**src/rtl/calendar_date_counter_if.sv**
```systemverilog
// Date-stage bus: day tick and load request in, BCD date and event pulses out.
interface calendar_date_counter_if;
    localparam int unsigned BCD_W = 8;

    logic             day_tick;
    logic             load;
    logic [BCD_W-1:0] ld_year;
    logic [BCD_W-1:0] ld_month;
    logic [BCD_W-1:0] ld_day;
    logic [BCD_W-1:0] year;
    logic [BCD_W-1:0] month;
    logic [BCD_W-1:0] day;
    logic             year_rco;
    logic             load_err;

    modport master (
        output day_tick, load, ld_year, ld_month, ld_day,
        input  year, month, day, year_rco, load_err
    );

    modport slave (
        input  day_tick, load, ld_year, ld_month, ld_day,
        output year, month, day, year_rco, load_err
    );
endinterface

```
**src/rtl/calendar_date_counter.sv**
```systemverilog
// BCD day/month/year counter for 2000-2099, advanced by the hour-chain day pulse,
// with validated parallel load and year-wrap / load-reject pulses.
module calendar_date_counter #(
    parameter logic [7:0] YEAR_RST  = 8'h00,
    parameter logic [7:0] MONTH_RST = 8'h01,
    parameter logic [7:0] DAY_RST   = 8'h01
) (
    input logic                  clk,
    input logic                  clr,
    calendar_date_counter_if.slave bus
);
    localparam int unsigned BCD_W = 8;
    localparam int unsigned DIG_W = 4;

    typedef logic [BCD_W-1:0] bcd_t;

    // Both digits in 0-9.
    function automatic logic bcd_valid(input bcd_t x);
        return (x[7:4] <= DIG_W'(9)) && (x[3:0] <= DIG_W'(9));
    endfunction

    // Mod-4 leap test evaluated on the BCD digits directly.
    function automatic logic is_leap(input bcd_t y);
        logic [DIG_W-1:0] ones;
        ones = y[3:0];
        if (!y[4])
            return (ones == DIG_W'(0)) || (ones == DIG_W'(4)) || (ones == DIG_W'(8));
        else
            return (ones == DIG_W'(2)) || (ones == DIG_W'(6));
    endfunction

    // Invalid months yield 00 so any day fails the range check.
    function automatic bcd_t days_in_month(input bcd_t y, input bcd_t m);
        case (m)
            8'h01, 8'h03, 8'h05, 8'h07, 8'h08, 8'h10, 8'h12: return 8'h31;
            8'h04, 8'h06, 8'h09, 8'h11:                      return 8'h30;
            8'h02:   return is_leap(y) ? 8'h29 : 8'h28;
            default: return 8'h00;
        endcase
    endfunction

    // Two-digit BCD increment; callers never pass 99.
    function automatic bcd_t bcd_inc(input bcd_t x);
        if (x[3:0] == DIG_W'(9))
            return {x[7:4] + DIG_W'(1), DIG_W'(0)};
        else
            return {x[7:4], x[3:0] + DIG_W'(1)};
    endfunction

    bcd_t year_q,  month_q,  day_q;
    bcd_t year_d,  month_d,  day_d;
    logic rco_q,   err_q;
    logic rco_d,   err_d;

    bcd_t dim_cur_c;
    bcd_t dim_ld_c;
    logic load_ok_c;

    // Load validation; BCD ordering matches binary ordering once digits are valid.
    always_comb begin
        dim_cur_c = days_in_month(year_q, month_q);
        dim_ld_c  = days_in_month(bus.ld_year, bus.ld_month);
        load_ok_c = bcd_valid(bus.ld_year) && bcd_valid(bus.ld_month) &&
                    bcd_valid(bus.ld_day) &&
                    (bus.ld_month >= 8'h01) && (bus.ld_month <= 8'h12) &&
                    (bus.ld_day >= 8'h01) && (bus.ld_day <= dim_ld_c);
    end

    // Next-date selection; load wins over a same-cycle tick.
    always_comb begin
        year_d  = year_q;
        month_d = month_q;
        day_d   = day_q;
        rco_d   = 1'b0;
        err_d   = 1'b0;
        if (bus.load) begin
            if (load_ok_c) begin
                year_d  = bus.ld_year;
                month_d = bus.ld_month;
                day_d   = bus.ld_day;
            end else begin
                err_d = 1'b1;
            end
        end else if (bus.day_tick) begin
            if (day_q != dim_cur_c) begin
                day_d = bcd_inc(day_q);
            end else begin
                day_d = 8'h01;
                if (month_q != 8'h12) begin
                    month_d = bcd_inc(month_q);
                end else begin
                    month_d = 8'h01;
                    if (year_q == 8'h99) begin
                        year_d = 8'h00;
                        rco_d  = 1'b1;
                    end else begin
                        year_d = bcd_inc(year_q);
                    end
                end
            end
        end
    end

    always_ff @(posedge clk or posedge clr) begin
        if (clr) begin
            year_q  <= YEAR_RST;
            month_q <= MONTH_RST;
            day_q   <= DAY_RST;
            rco_q   <= 1'b0;
            err_q   <= 1'b0;
        end else begin
            year_q  <= year_d;
            month_q <= month_d;
            day_q   <= day_d;
            rco_q   <= rco_d;
            err_q   <= err_d;
        end
    end

    assign bus.year     = year_q;
    assign bus.month    = month_q;
    assign bus.day      = day_q;
    assign bus.year_rco = rco_q;
    assign bus.load_err = err_q;
endmodule

```
**src/flat_wrapper.sv**
```systemverilog
// flat-port wrapper written by rule: the top's interface ports become plain ports
module calendar_date_counter_flat 
#(
    parameter logic [7:0] YEAR_RST  = 8'h00,
    parameter logic [7:0] MONTH_RST = 8'h01,
    parameter logic [7:0] DAY_RST   = 8'h01
)
  (clk, clr, bus_day_tick, bus_load, bus_ld_year, bus_ld_month, bus_ld_day, bus_year, bus_month, bus_day, bus_year_rco, bus_load_err);
  calendar_date_counter_if bus_i ();
  input logic clk;
  input logic clr;
  input wire logic [$bits(bus_i.day_tick)-1:0] bus_day_tick;
  input wire logic [$bits(bus_i.load)-1:0] bus_load;
  input wire logic [$bits(bus_i.ld_year)-1:0] bus_ld_year;
  input wire logic [$bits(bus_i.ld_month)-1:0] bus_ld_month;
  input wire logic [$bits(bus_i.ld_day)-1:0] bus_ld_day;
  output wire logic [$bits(bus_i.year)-1:0] bus_year;
  output wire logic [$bits(bus_i.month)-1:0] bus_month;
  output wire logic [$bits(bus_i.day)-1:0] bus_day;
  output wire logic [$bits(bus_i.year_rco)-1:0] bus_year_rco;
  output wire logic [$bits(bus_i.load_err)-1:0] bus_load_err;
  assign bus_i.day_tick = bus_day_tick;
  assign bus_i.load = bus_load;
  assign bus_i.ld_year = bus_ld_year;
  assign bus_i.ld_month = bus_ld_month;
  assign bus_i.ld_day = bus_ld_day;
  assign bus_year = bus_i.year;
  assign bus_month = bus_i.month;
  assign bus_day = bus_i.day;
  assign bus_year_rco = bus_i.year_rco;
  assign bus_load_err = bus_i.load_err;
  calendar_date_counter #(.YEAR_RST(YEAR_RST), .MONTH_RST(MONTH_RST), .DAY_RST(DAY_RST)) u_core (.clk(clk), .clr(clr), .bus(bus_i));
endmodule
```
**config.mk**
```make
export PLATFORM = sky130hd
export DESIGN_NAME = calendar_date_counter_flat
export DESIGN_NICKNAME = d
export VERILOG_FILES = /design/src/rtl/calendar_date_counter_if.sv /design/src/rtl/calendar_date_counter.sv /design/src/flat_wrapper.sv
export SDC_FILE = /design/constraint.sdc
export NUM_CORES = 1
export LEC_CHECK = 0
export ABC_AREA = 1
export BUFFER_PORTS_ARGS = -buffer_cell sky130_fd_sc_hd__buf_2
export CAP_MARGIN = 20
export CORE_MARGIN = 2
export CORE_UTILIZATION = 54
export CTS_CLUSTER_DIAMETER = 80
export DETAILED_ROUTE_END_ITERATION = 10
export GPL_TIMING_DRIVEN = 0
export MAX_ROUTING_LAYER = met4
export PLACE_DENSITY = 0.82
export SKIP_CTS_REPAIR_TIMING = 1
export SYNTH_ARGS = -nofsm -noshare
export SYNTH_HDL_FRONTEND = slang
export SYNTH_SLANG_ARGS = --single-unit
```
**constraint.sdc**
```tcl
create_clock -name clk -period 2.2 [get_ports clk]
set_input_delay 0.66 -clock clk [delete_from_list [all_inputs] [get_ports clk]]
set_output_delay 0.66 -clock clk [all_outputs]
set_load 0.05 [all_outputs]
```
Word-level counts from Yosys, hierarchy flattened
Index checks and enable logic that the tools add are counted.
{"block": "op_classes", "addsub": 6, "n_lt_le_gt_ge": 10, "eq_ne": 43, "mux": 33, "n_reduce_logical": 29}
{"operator": "8-bit two-way mux", "n": 18}
{"operator": "8-bit by 3-bit equality test with 1-bit output, second input constant", "n": 8}
{"operator": "8-bit by 5-bit equality test with 1-bit output, second input constant", "n": 6}
{"operator": "8-bit one-hot mux with 3 select lines", "n": 2}
{"operator": "8-bit by 2-bit equality test with 1-bit output, second input constant", "n": 4}
{"operator": "8-bit by 4-bit equality test with 1-bit output, second input constant", "n": 4}
{"operator": "4-bit by 1-bit adder with 4-bit output, second input constant", "n": 6}
{"operator": "4-bit <= comparator, second input constant", "n": 6}
{"operator": "4-bit equality test, second input constant", "n": 5}
{"operator": "4-bit by 3-bit equality test with 1-bit output, second input constant", "n": 4}
{"operator": "8-bit by 1-bit equality test with 1-bit output, second input constant", "n": 2}
{"operator": "8-bit by 1-bit greater-or-equal comparator with 1-bit output, second input constant", "n": 2}
{"operator": "7-bit OR reduction", "n": 2}
{"operator": "1-bit two-way mux", "n": 13}
{"operator": "1-bit logical AND", "n": 9}
{"operator": "4-bit by 2-bit equality test with 1-bit output, second input constant", "n": 2}
{"operator": "8-bit equality test, second input constant", "n": 1}
{"operator": "8-bit by 5-bit <= comparator with 1-bit output, second input constant", "n": 1}
{"operator": "8-bit <= comparator", "n": 1}
{"operator": "4-bit logical NOT", "n": 2}
{"operator": "8-bit by 5-bit != test with 1-bit output, second input constant", "n": 1}
{"operator": "8-bit != test", "n": 1}
{"operator": "4-bit AND reduction", "n": 2}
{"operator": "4-bit OR reduction", "n": 2}
{"operator": "other kinds (9)", "n": 17}
{"block": "totals", "reg_bits": 26, "in_bits": 28, "output_inout_bits": 26, "wordCells": 129}

Logic depth before layout (Yosys ltp)
Gate-level depths: netlist (run 1).
{"block": "logic_depth", "ltp_word": 11, "depth_mapped": 19, "mapped_depth_nobuf": 19}

Worst setup path after synthesis (run 1)
OpenSTA, ideal clock, no wires.
{"block": "synth_timing", "kind": "input -> register", "from": "in bus_ld_month[7]", "to": "reg u_core.year_q[1], in the netlist u_core.bus.year[1]", "setup_time_ps": 123, "t_arrival_ps": 2592, "setup_slack_ps": -515, "cell_stages": 17, "path_cell_list": "inv_1 > nand2_1 > nor2_1 > nand2_1 > inv_1 > a32o_1 > nor3_1 > ha_1 > and3_1 > o21ai_0 > nand3_1 > nand2_1 > nand3_1 > a21boi_4 > nand3_2 > nand2_1 > o21ai_1"}
{"block": "synth_between", "elab_chain_len": 10, "word_cells_on_any_way": 28}
{"item": "start: declaration", "line": "flat_wrapper.sv:15", "rtl": "input wire logic [$bits(bus_i.ld_month)-1:0] bus_ld_month;"}
{"item": "parallel branches: the longest is 7 deep, another holds 8-bit <= comparator"}
{"item": "1-bit logical AND (*)", "line": "calendar_date_counter.sv:66", "rtl": "(bus.ld_day >= 8'h01) && (bus.ld_day <= dim_ld_c);"}
{"item": "2-bit by 1-bit != test with 1-bit output (no source line) (*)"}
{"item": "4-bit AND reduction (no source line) (*)"}
{"item": "end signal: assignment", "line": "calendar_date_counter.sv:112", "rtl": "year_q <= year_d;"}
{"item": "end: declaration", "line": "calendar_date_counter.sv:50", "rtl": "bcd_t year_q, month_q, day_q;"}
Mark *: on every way between the ends.
A chain may end at the register's enable or synchronous reset.

Final worst setup path (run 1)
{"block": "layout_timing", "from": "in bus_ld_month[6]", "to": "reg u_core.month_q[6], in the netlist u_core.bus.month[6]"}
{"block": "layout_between", "elab_chain_len": 10, "word_cells_on_any_way": 30}
{"item": "parallel branches: the longest is 10 deep, another holds 8-bit <= comparator"}
{"item": "end signal: assignment", "line": "calendar_date_counter.sv:113", "rtl": "month_q <= month_d;"}
{"item": "end: declaration", "line": "calendar_date_counter.sv:50"}
Several ways; the timed one is not identified. The select of a mux whose other input is x is not followed.

==> results of run 1 <==
registers in the layout, indices dropped and copies added, names as in the netlist:
register	count
u_core.bus.year	8
u_core.bus.month	8
u_core.bus.load_err	1
u_core.bus.year_rco	1
u_core.bus.day	8
cells by family (layout without fill, tap and decap cells):
kind of cell / Yosys count / after routing
xor+xnor: 9 / 9
flops: 26 / 26
compound gates: 62 / 62
buf+inv: 50 / 113
simple gates: 178 / 178
fa+ha+maj: 12 / 12
layer usage:
layer	GRT usage, %	vias up	part of all wire, %
met4	9.80	0	2.6
met2	44.6	137	47
met1	36.9	1204	41
met5	-	-	0
li1	-	1249	-
met3	4.22	21	9.2
cell usage in the layout, fill, tap and decap left out, types with 2 or more instances in the layout:
cell and count:
nor3_1 4, o22ai_1 4, o21ai_1 12, o21ai_0 16, nor4_1 2, nand2_1 79, nor2_2 3, nand2_8 2
nand3_4 3, a22oi_1 4, inv_2 7, buf_4 7, nor3_2 2, nand4_1 8, xor2_1 6, dfstp_2 2
buf_2 48, nand3_1 22, inv_1 36, nand2_2 7, nor2_1 30, a21oi_1 10, nand2_4 3, dfrtp_1 24
or2_2 3, a21oi_2 2, o31ai_1 2, nor2_4 3, clkbuf_1 3, buf_12 2, clkbuf_8 4, o21ai_2 3
xnor2_1 3, ha_1 12
worst max-delay path by stage:
stage,endpoint,slack [ps],depth (start not counted)
2_1_floorplan,u_core.bus.year[1],-440,17
3_3_place_gp,u_core.bus.year[0],-920,18
3_5_place_dp,u_core.bus.year[1],-1000,18
4_1_cts,u_core.bus.year[0],-840,19
5_1_grt,u_core.bus.month[6],-780,18
6_report,u_core.bus.month[6],-600,20
per-stage QoR:
step | std cells | TNS (ps) | area [sq um] | setup WS, ps | hold slack [ps]
floorplan | 337 | -9590 | 2310 | -441 | 611
global placement | 439 | -20920 | 2630 | -918 | 513
detailed placement | 439 | -22870 | 2630 | -1000 | 520
CTS | 443 | -17030 | 2680 | -840 | 535
global route | 450 | -16940 | 2940 | -777 | 418
finish | 450 | -12560 | 2940 | -597 | 379
final cells by class:
class / count / area [sq um] / share of cell area [%]
repair buffers: 59 / 382 / 13.0
plain buffers: 5 / 20.0 / 0.680
inverters: 45 / 186 / 6.34
clock buffers: 4 / 55.1 / 1.87
well taps: 50 / 62.6 / 2.13
multi-input cells: 261 / 1580 / 53.8
flip-flops and latches: 26 / 653 / 22.2
power breakdown:
group / internal, W / switching, W
registers: 0.000575 / 0.000152
logic: 0.000326 / 0.000771
clock network: 0.000161 / 0.000172
==> reports/results.ini, run 1 <==
[synthesis]
synth-compound-area-share_pct=16.1
synth_cell_types=41
muxShareOfSynthArea_pct=0
synth_area_per_cell_sq_um=6.73
async_flop_share_pct=100
synth_common_cells=88 x nand2_1, 44 x inv_1, 33 x nor2_1
ys_ff_latch=26
synthesis.yosys.warnings=0
synth.area.top_cells=dfrtp_1 26%, nand2_1 15%, inv_1 7.3%
syn-cell-area_sq_um=2270
synth_top_cell_by_area=dfrtp_1
syn-num-nets=377
yosysMostFrequentCell=nand2_1
synthCells=337
synthSimpleGateAreaFrac_pct=36.7
yosysTopAreaCellShare_pct=26.5
ys_seq_area_share_pct=28.8
synth_top_family_by_area=simple AND/OR/NAND/NOR gates
synth_xor_area_share_pct=3.47
ys.flop_type=dfrtp_1
synthAdderAreaFrac_pct=6.62
synth_edf_count=0

[sta]
fmaxAchievable_ghz=0.358
hold_viol_final=0
slew_headroom_pct=58.8
drv_slew=0
finalSetupViolCount=25
tightest_slew_ps=618
rsz0062_at_grt=yes
fin_ws_ps=-597
finalCritPeriodShare_pct=127
fin_skew_ps=5.21
min_period_ps=2800

[floorplanning]
rows=23
initial_core_util_pct=56.3
die_h_um=68.8
ioPinCount=54
dieWidth_um=68.8
die_area_sq_um=4740
core_sq_um=4030

[placed_design]
port_buffers=52
hpwl_um=4600
gp_congestion=0.895

[global_route]
grt_max_degree=27
grt_first_pass_wirelength_um=9740
antenna_found_initial=0
gr-total-overflow=0
grt_use_total_pct=28.2
grt_pass1_vias=2147

[routing]
drtAntennaViolNets=0
drtPass1Iterations=5
routed_wl_um=6580
vias=2611
drtIter0Drc=198
drc_errors=0
viasPerCell=5.80
wl_per_cell_um=14.6

[job]
maxCapViolations=0

[critical_path]
rr_worst_depth=15
start_kind=primary input
cp_data_required_time_ps=2380
cp-end-kind=register
worstSetupStartpoint=bus_ld_month[6]
worst_path_max_delay_cell=ha_1
reg2reg_slack_ps=-150
path_max_fanout=8
crit_path_max_incr_delay_ps=290
worstReg2RegStart=u_core.bus.month[5]
path_buf_inv=5
crit_path_cell_trace=buf_8 -> inv_6 -> nand2_8 -> nor2_4 -> nand2_2 -> inv_2 -> a32o_2 -> nor3_2 -> ha_1 -> and3_4 -> o21ai_2 -> nand3_1 -> nand2_2 -> nand3_4 -> a21boi_4 -> buf_12 -> buf_6 -> nand3_4 -> nand2_1 -> o21ai_1
arrival_ps=2980
crit_family=simple AND/OR/NAND/NOR gates
reg2reg_to=u_core.bus.year[0]
worstSetupPathType=in -> reg

[clock_tree]
clkTransAtPathRegs_ps=100
htree_levels=1
cts_tree=yes
insertion_delay_ps=280
numCtsBuffers=3
cts_root_buffer=clkbuf_8
clockBufferDepth=2
cts_sinks=26

[finish]
post-route-util_pct=73.0
drive_gt1_share_pct=29.3
finalNetCount=441
syn_to_final_growth_pct=29.7
fillCellCount=330
antenna_cells=0

[power_and_ir_drop]
power.density_nw_per_um2=733
cellLeakagePower_nw=1.47
peakVddDrop_v=0.000413
p_total_w=0.00216

[status]
outcome=finished with violations
violations=negative setup slack

[hold_path]
hp-class=in -> async

No activity file was read; power rests on OpenSTA's default activity.
==> inputs of run 2 (changes only) <==
==> constraint.sdc (replaced) <==
create_clock -name clk -period 2.81 [get_ports clk]
set_input_delay 0.843 -clock clk [delete_from_list [all_inputs] [get_ports clk]]
set_output_delay 0.843 -clock clk [all_outputs]
set_load 0.05 [all_outputs]
==> run 2 against run 1 <==
The run still ends with negative setup slack left. Via count shrank 0.88%. Die area stayed put. Count of clock-buffer cells in the layout unchanged. Non-clock buffer count did not move. Critical path depth down 4. Routed wire length shrank 1.3%. Clock power down 23%. Register-to-register slack better by 540 ps. Setup slack improved by 520 ps. Total power is 21% lower. Sequential cell count stayed put. Global-route usage decreased by 1.5 points. Critical endpoint is now u_core.bus.year[0].
==> reports/results.ini, run 2 (synthesis results as in run 1) <==
[status]
outcome=finished with violations
violations=negative setup slack

[power_and_ir_drop]
pwr-share-comb_pct=51.8
p_sw_share_pct=50.7
p_int_w=0.000844
p_total_w=0.00171
clkPwrFrac_pct=14.9
power_switching_w=0.000869
cellLeakagePower_nw=1.47
power_frac_seq_pct=33.4
power.density_nw_per_um2=570
peakVddDrop_v=0.000306

[finish]
syn_to_final_growth_pct=32.6
antenna_cells=0
mostFrequentLayoutCell=nand2_1
mostFrequentLayoutCells=73 x nand2_1, 47 x buf_2, 37 x inv_1, 30 x nor2_1, 24 x dfrtp_1
finalNetCount=442
drive_gt1_share_pct=30.9
fillCellCount=317
design_area_sq_um=3010

[routing]
drtIter0Drc=161
drc_errors=0
drtAntennaViolNets=0
drtPass1Iterations=5
wl_per_cell_um=14.4
routed_wl_um=6500
viasPerCell=5.74
vias=2588

[placed_design]
port_buffers=52
gp_congestion=0.914
hpwl_um=4600
place_area_sq_um=2630
place_ws_ps=-568

[floorplanning]
initial_core_util_pct=56.3
die_area_sq_um=4740
ioPinCount=54
dieWidth_um=68.8
die_h_um=68.8
rows=23
core_sq_um=4030

[critical_path]
path_buf_inv=3
arrival_ps=3050
cp-end-kind=register
worst_path_max_delay_cell=ha_1
crit_path_cell_trace=buf_2 -> inv_1 -> nor3_2 -> a32o_2 -> nor3_2 -> ha_1 -> and3_4 -> o21ai_2 -> nand3_1 -> nand2_1 -> nand3_2 -> a21boi_4 -> buf_12 -> nand2_8 -> nor2_4 -> o21ai_0
start_kind=primary input
crit_path_max_incr_delay_ps=280
timing.critical_path.mode_cell=nor3_2
rr_worst_depth=14
crit_cells=16
path_max_fanout=8
cp_data_required_time_ps=2970
crit_family=simple AND/OR/NAND/NOR gates
worstSetupPathType=in -> reg

[clock_tree]
cts_root_buffer=clkbuf_8
cts_sinks=26
insertion_delay_ps=280
clkTransAtPathRegs_ps=100
cts_tree=yes
numCtsBuffers=3
clockBufferDepth=2
htree_levels=1

[sta]
tightest_slew_ps=599
fmaxAchievable_ghz=0.346
hold_viol_final=0
fin_skew_ps=6.54
slew_headroom_pct=59.7
whs_ps=537
finalSetupViolCount=20
finalCritPeriodShare_pct=103
min_period_ps=2890
fin_ws_ps=-80.9
drv_slew=0
rsz0062_at_grt=yes

[global_route]
gr-total-overflow=0
grt_pass1_vias=2118
antenna_found_initial=0
grt_first_pass_wirelength_um=9310
grt_use_total_pct=26.7
grt_max_degree=27

[job]
maxCapViolations=0

[hold_path]
hp-class=reg -> reg
whs_path_depth=2

-- run 2: path summary, 6_finish.rpt --
check / startpoint / to / slack (ps)
worst min-delay path: u_core.bus.month[0] / u_core.bus.month[0] / 540
worst min register to register: u_core.bus.month[0] / u_core.bus.month[0] / 540
worst max-delay path: bus_ld_month[4] / u_core.bus.year[0] / -80
worst max register to register: u_core.bus.month[5] / u_core.bus.year[0] / 390
min in group asynchronous: clr / u_core.bus.day[4] / 580
max in group asynchronous: clr / u_core.bus.day[0] / 1670
-- run 2: layout make-up --
| type | instances | area (sq um) | area share [%] |
|---|---|---|---|
| Buffer | 5 | 20.0 | 0.666 |
| Sequential cell | 26 | 653 | 21.7 |
| Timing Repair Buffer | 59 | 400 | 13.3 |
| Tap cell | 50 | 62.6 | 2.08 |
| Clock buffer | 4 | 55.1 | 1.83 |
| Multi-Input combinational cell | 262 | 1630 | 54.2 |
| Inverter | 45 | 186 | 6.20 |
-- run 2: per-stage QoR --
step	utilization, %	std cells	TNS (ps)
after floorplan	-	337	-88.2
after global placement	65.2	439	-10660
after detailed placement	65.2	439	-11120
after CTS	66.6	443	-5580
after global routing	74.7	451	-3650
final	74.7	451	-906
-- run 2: routing by layer --
metal,GRT usage [%],part of all wire (%)
met2,45.8,50
met4,5.64,1.4
met1,34.4,41
met5,-,0
met3,2.60,7.7
-- run 2: worst reg2reg max path: stages, from the launching register on --
cell	delay (ps)
dfrtp_1	450
inv_1	100
ha_1	160
nor3b_1	360
nand3_1	160
nand2_1	100
nor2_1	60
nand2_1	70
nand2_1	60
nor2_2	120
nand3_4	170
nand2_8	200
nand2_8	90
nor2_4	120
o21ai_0	80
-- run 2: power by group through the flow --
stage               clock [W]  sequential, W  combinational, W
finish               0.000255       0.000572          0.000887
global route         0.000272       0.000588          0.000962
CTS                  0.000258       0.000566          0.000804
detailed placement          0       0.000573          0.000798
global placement            0       0.000570          0.000786
floorplan                   0       0.000811          0.000361
==> inputs of run 3 (changes only) <==
--- a/config.mk
+++ b/config.mk
@@ -5,12 +5,12 @@
 export SDC_FILE = /design/constraint.sdc
 export NUM_CORES = 1
 export LEC_CHECK = 0
-export ABC_AREA = 1
 export BUFFER_PORTS_ARGS = -buffer_cell sky130_fd_sc_hd__buf_2
 export CAP_MARGIN = 20
 export CORE_MARGIN = 2
 export CORE_UTILIZATION = 54
 export CTS_CLUSTER_DIAMETER = 80
+export CTS_CLUSTER_SIZE = 20
 export DETAILED_ROUTE_END_ITERATION = 10
 export GPL_TIMING_DRIVEN = 0
 export MAX_ROUTING_LAYER = met4
==> run 3 against run 2 <==
The flow still finishes with violations (negative setup slack). Total power fell by 4.2%. Setup slack got worse by 350 ps. Clock power fell by 9.4%. Register-to-register slack got worse by 390 ps. Global-route usage rose by 3.4 points. Final cell count fell by 12%. Critical endpoint is now u_core.bus.year[4]. Largest cell class unchanged. Highest routed layer unchanged.
==> reports/results.ini, run 3 <==
[clock_tree]
numCtsBuffers=3
cts_tree=yes
htree_levels=1
insertion_delay_ps=280
clkTransAtPathRegs_ps=100
cts_sinks=26
clockBufferDepth=2
cts_root_buffer=clkbuf_8

[global_route]
grt_first_pass_wirelength_um=11400
antenna_found_initial=0
grt_max_degree=27
gr-total-overflow=0
grt_use_total_pct=30.1
grt_pass1_vias=2358

[finish]
antenna_cells=0
design_area_sq_um=2970
fillCellCount=304
mostFrequentLayoutCell=buf_2
syn_to_final_growth_pct=29.2
drive_gt1_share_pct=29.3
mostFrequentLayoutCells=51 x buf_2, 24 x nor2_1, 24 x dfrtp_1, 16 x nand2_1, 16 x nor3_1
finalNetCount=390

[routing]
drtPass1Iterations=7
wl_per_cell_um=20.1
drc_errors=0
vias=2723
viasPerCell=6.84
routed_wl_um=8020
drtIter0Drc=306
drtAntennaViolNets=0

[sta]
drv_slew=0
hold_viol_final=0
fmaxAchievable_ghz=0.309
min_period_ps=3240
tightest_slew_ps=666
slew_headroom_pct=55.6
fin_ws_ps=-428
whs_ps=546
finalSetupViolCount=24
rsz0062_at_grt=yes
fin_skew_ps=2.48
finalCritPeriodShare_pct=115

[critical_path]
arrival_ps=3410
worstReg2RegStart=u_core.bus.month[4]
crit_family=compound AO/OA/AOI/OAI gates
path_buf_inv=2
reg2reg_to=u_core.bus.day[2]
cp_data_required_time_ps=2980
worst_path_max_delay_cell=a221o_1
start_kind=primary input
path_max_fanout=5
reg2reg_slack_ps=0
rr_worst_depth=10
cp-end-kind=register
crit_path_max_incr_delay_ps=330
worstSetupPathType=in -> reg
crit_path_cell_trace=buf_6 -> a211oi_2 -> a31oi_1 -> nor4b_2 -> a21oi_1 -> o22ai_1 -> mux2i_1 -> nor2b_1 -> ha_1 -> nor4bb_4 -> mux2i_1 -> o21ai_4 -> a31oi_4 -> buf_6 -> nor2_4 -> a221o_1

[floorplanning]
initial_core_util_pct=56.6
rows=23
die_h_um=69.2
die_area_sq_um=4790
ioPinCount=54
core_sq_um=4060
dieWidth_um=69.2

[synthesis]
synth_edf_count=0
yosysTopAreaCellShare_pct=26.1
ys.flop_type=dfrtp_1
synth_common_cells=26 x nor2_1, 24 x dfrtp_1, 18 x nor3_1
ys_seq_area_share_pct=28.4
synth_cell_types=61
synth.area.top_cells=dfrtp_1 26%, ha_1 6.5%, nor2_1 4.2%
syn-cell-area_sq_um=2300
yosysMostFrequentCell=nor2_1
synthesis.yosys.warnings=0
syn-num-nets=323
synth_area_per_cell_sq_um=8.12
synth_top_cell_by_area=dfrtp_1
ys_ff_latch=26
async_flop_share_pct=100
synthCells=283

[status]
outcome=finished with violations
violations=negative setup slack

[placed_design]
place_area_sq_um=2640
gp_congestion=0.934
hpwl_um=5360
port_buffers=51

[hold_path]
min-delay-start=u_core.bus.day[0]
hold_path_end=u_core.bus.day[0]
hp-class=reg -> reg
whs_path_depth=2

[power_and_ir_drop]
peakVddDrop_v=0.000305
power.density_nw_per_um2=553
cellLeakagePower_nw=1.28

[job]
maxCapViolations=0

-- run 3: cell type report --
| cell class | instances | area [sq um] | area share (%) |
|---|---|---|---|
| plain buffers | 15 | 87.6 | 2.95 |
| clock buffers | 3 | 41.3 | 1.39 |
| multi-input cells | 229 | 1700 | 57.2 |
| inverters | 14 | 52.6 | 1.77 |
| repair buffers | 61 | 373 | 12.6 |
| flip-flops and latches | 26 | 653 | 22.0 |
| well taps | 50 | 62.6 | 2.11 |
-- run 3: power by group --
part	total, W	switching (W)	internal (W)	leakage [nW]
Combinational	0.000859	0.000572	0.000287	0.945
Clock	0.000231	0.000135	0.0000969	0.0216
Sequential	0.000551	0.000108	0.000443	0.315
-- run 3: worst max path at each step --
stage | slack [ps] | end | cells after the start | from
floorplan | -350 | u_core.bus.year[1] | 15 | bus_ld_year[2]
global placement | -920 | u_core.bus.year[5] | 13 | bus_ld_month[6]
detailed placement | -950 | u_core.bus.year[5] | 13 | bus_ld_month[6]
CTS | -680 | u_core.bus.year[2] | 16 | bus_ld_year[2]
global route | -540 | u_core.bus.year[5] | 14 | bus_ld_month[4]
finish | -430 | u_core.bus.year[4] | 16 | bus_ld_year[3]
-- run 3: cells by family after synthesis --
logic type                 count (synthesis)  synth area share, %
muxes                                      3                 1.52
AOI/OAI and AO/OA                        100                 31.4
and+or+nand+nor                          111                 26.1
DFF                                       26                 28.4
buffers and inverters                     29                 5.28
xor gates and xnor gates                   2                0.763
adders and majority gates                 12                 6.54
-- run 3: through the flow --
step | total power (W) | TNS [ps] | utilization (%) | setup WS [ps] | cells
final | 0.00164 | -7840 | 73.2 | -428 | 398
after global routing | 0.00171 | -11100 | 73.2 | -544 | 398
after CTS | 0.00156 | -14250 | 66.1 | -676 | 387
after detailed placement | 0.00134 | -21220 | 65.1 | -954 | 384
after global placement | 0.00132 | -20540 | 65.1 | -918 | 384
after floorplan | 0.00113 | -6410 | - | -346 | 283
-- run 3: tightest hold or removal path: stages, from the launching register on --
cell	delay [ps]
dfstp_2	430
nand2_1	70
o21ai_1	60
-- run 3: routing by layer --
| metal | GRT usage, % | up-vias | part of all wire (%) |
|---|---|---|---|
| met5 | - | - | 0 |
| met4 | 9.59 | 0 | 2.8 |
| met3 | 3.92 | 26 | 9.3 |
| met2 | 49.8 | 186 | 48 |
| met1 | 38.5 | 1293 | 40 |
| li1 | - | 1218 | - |
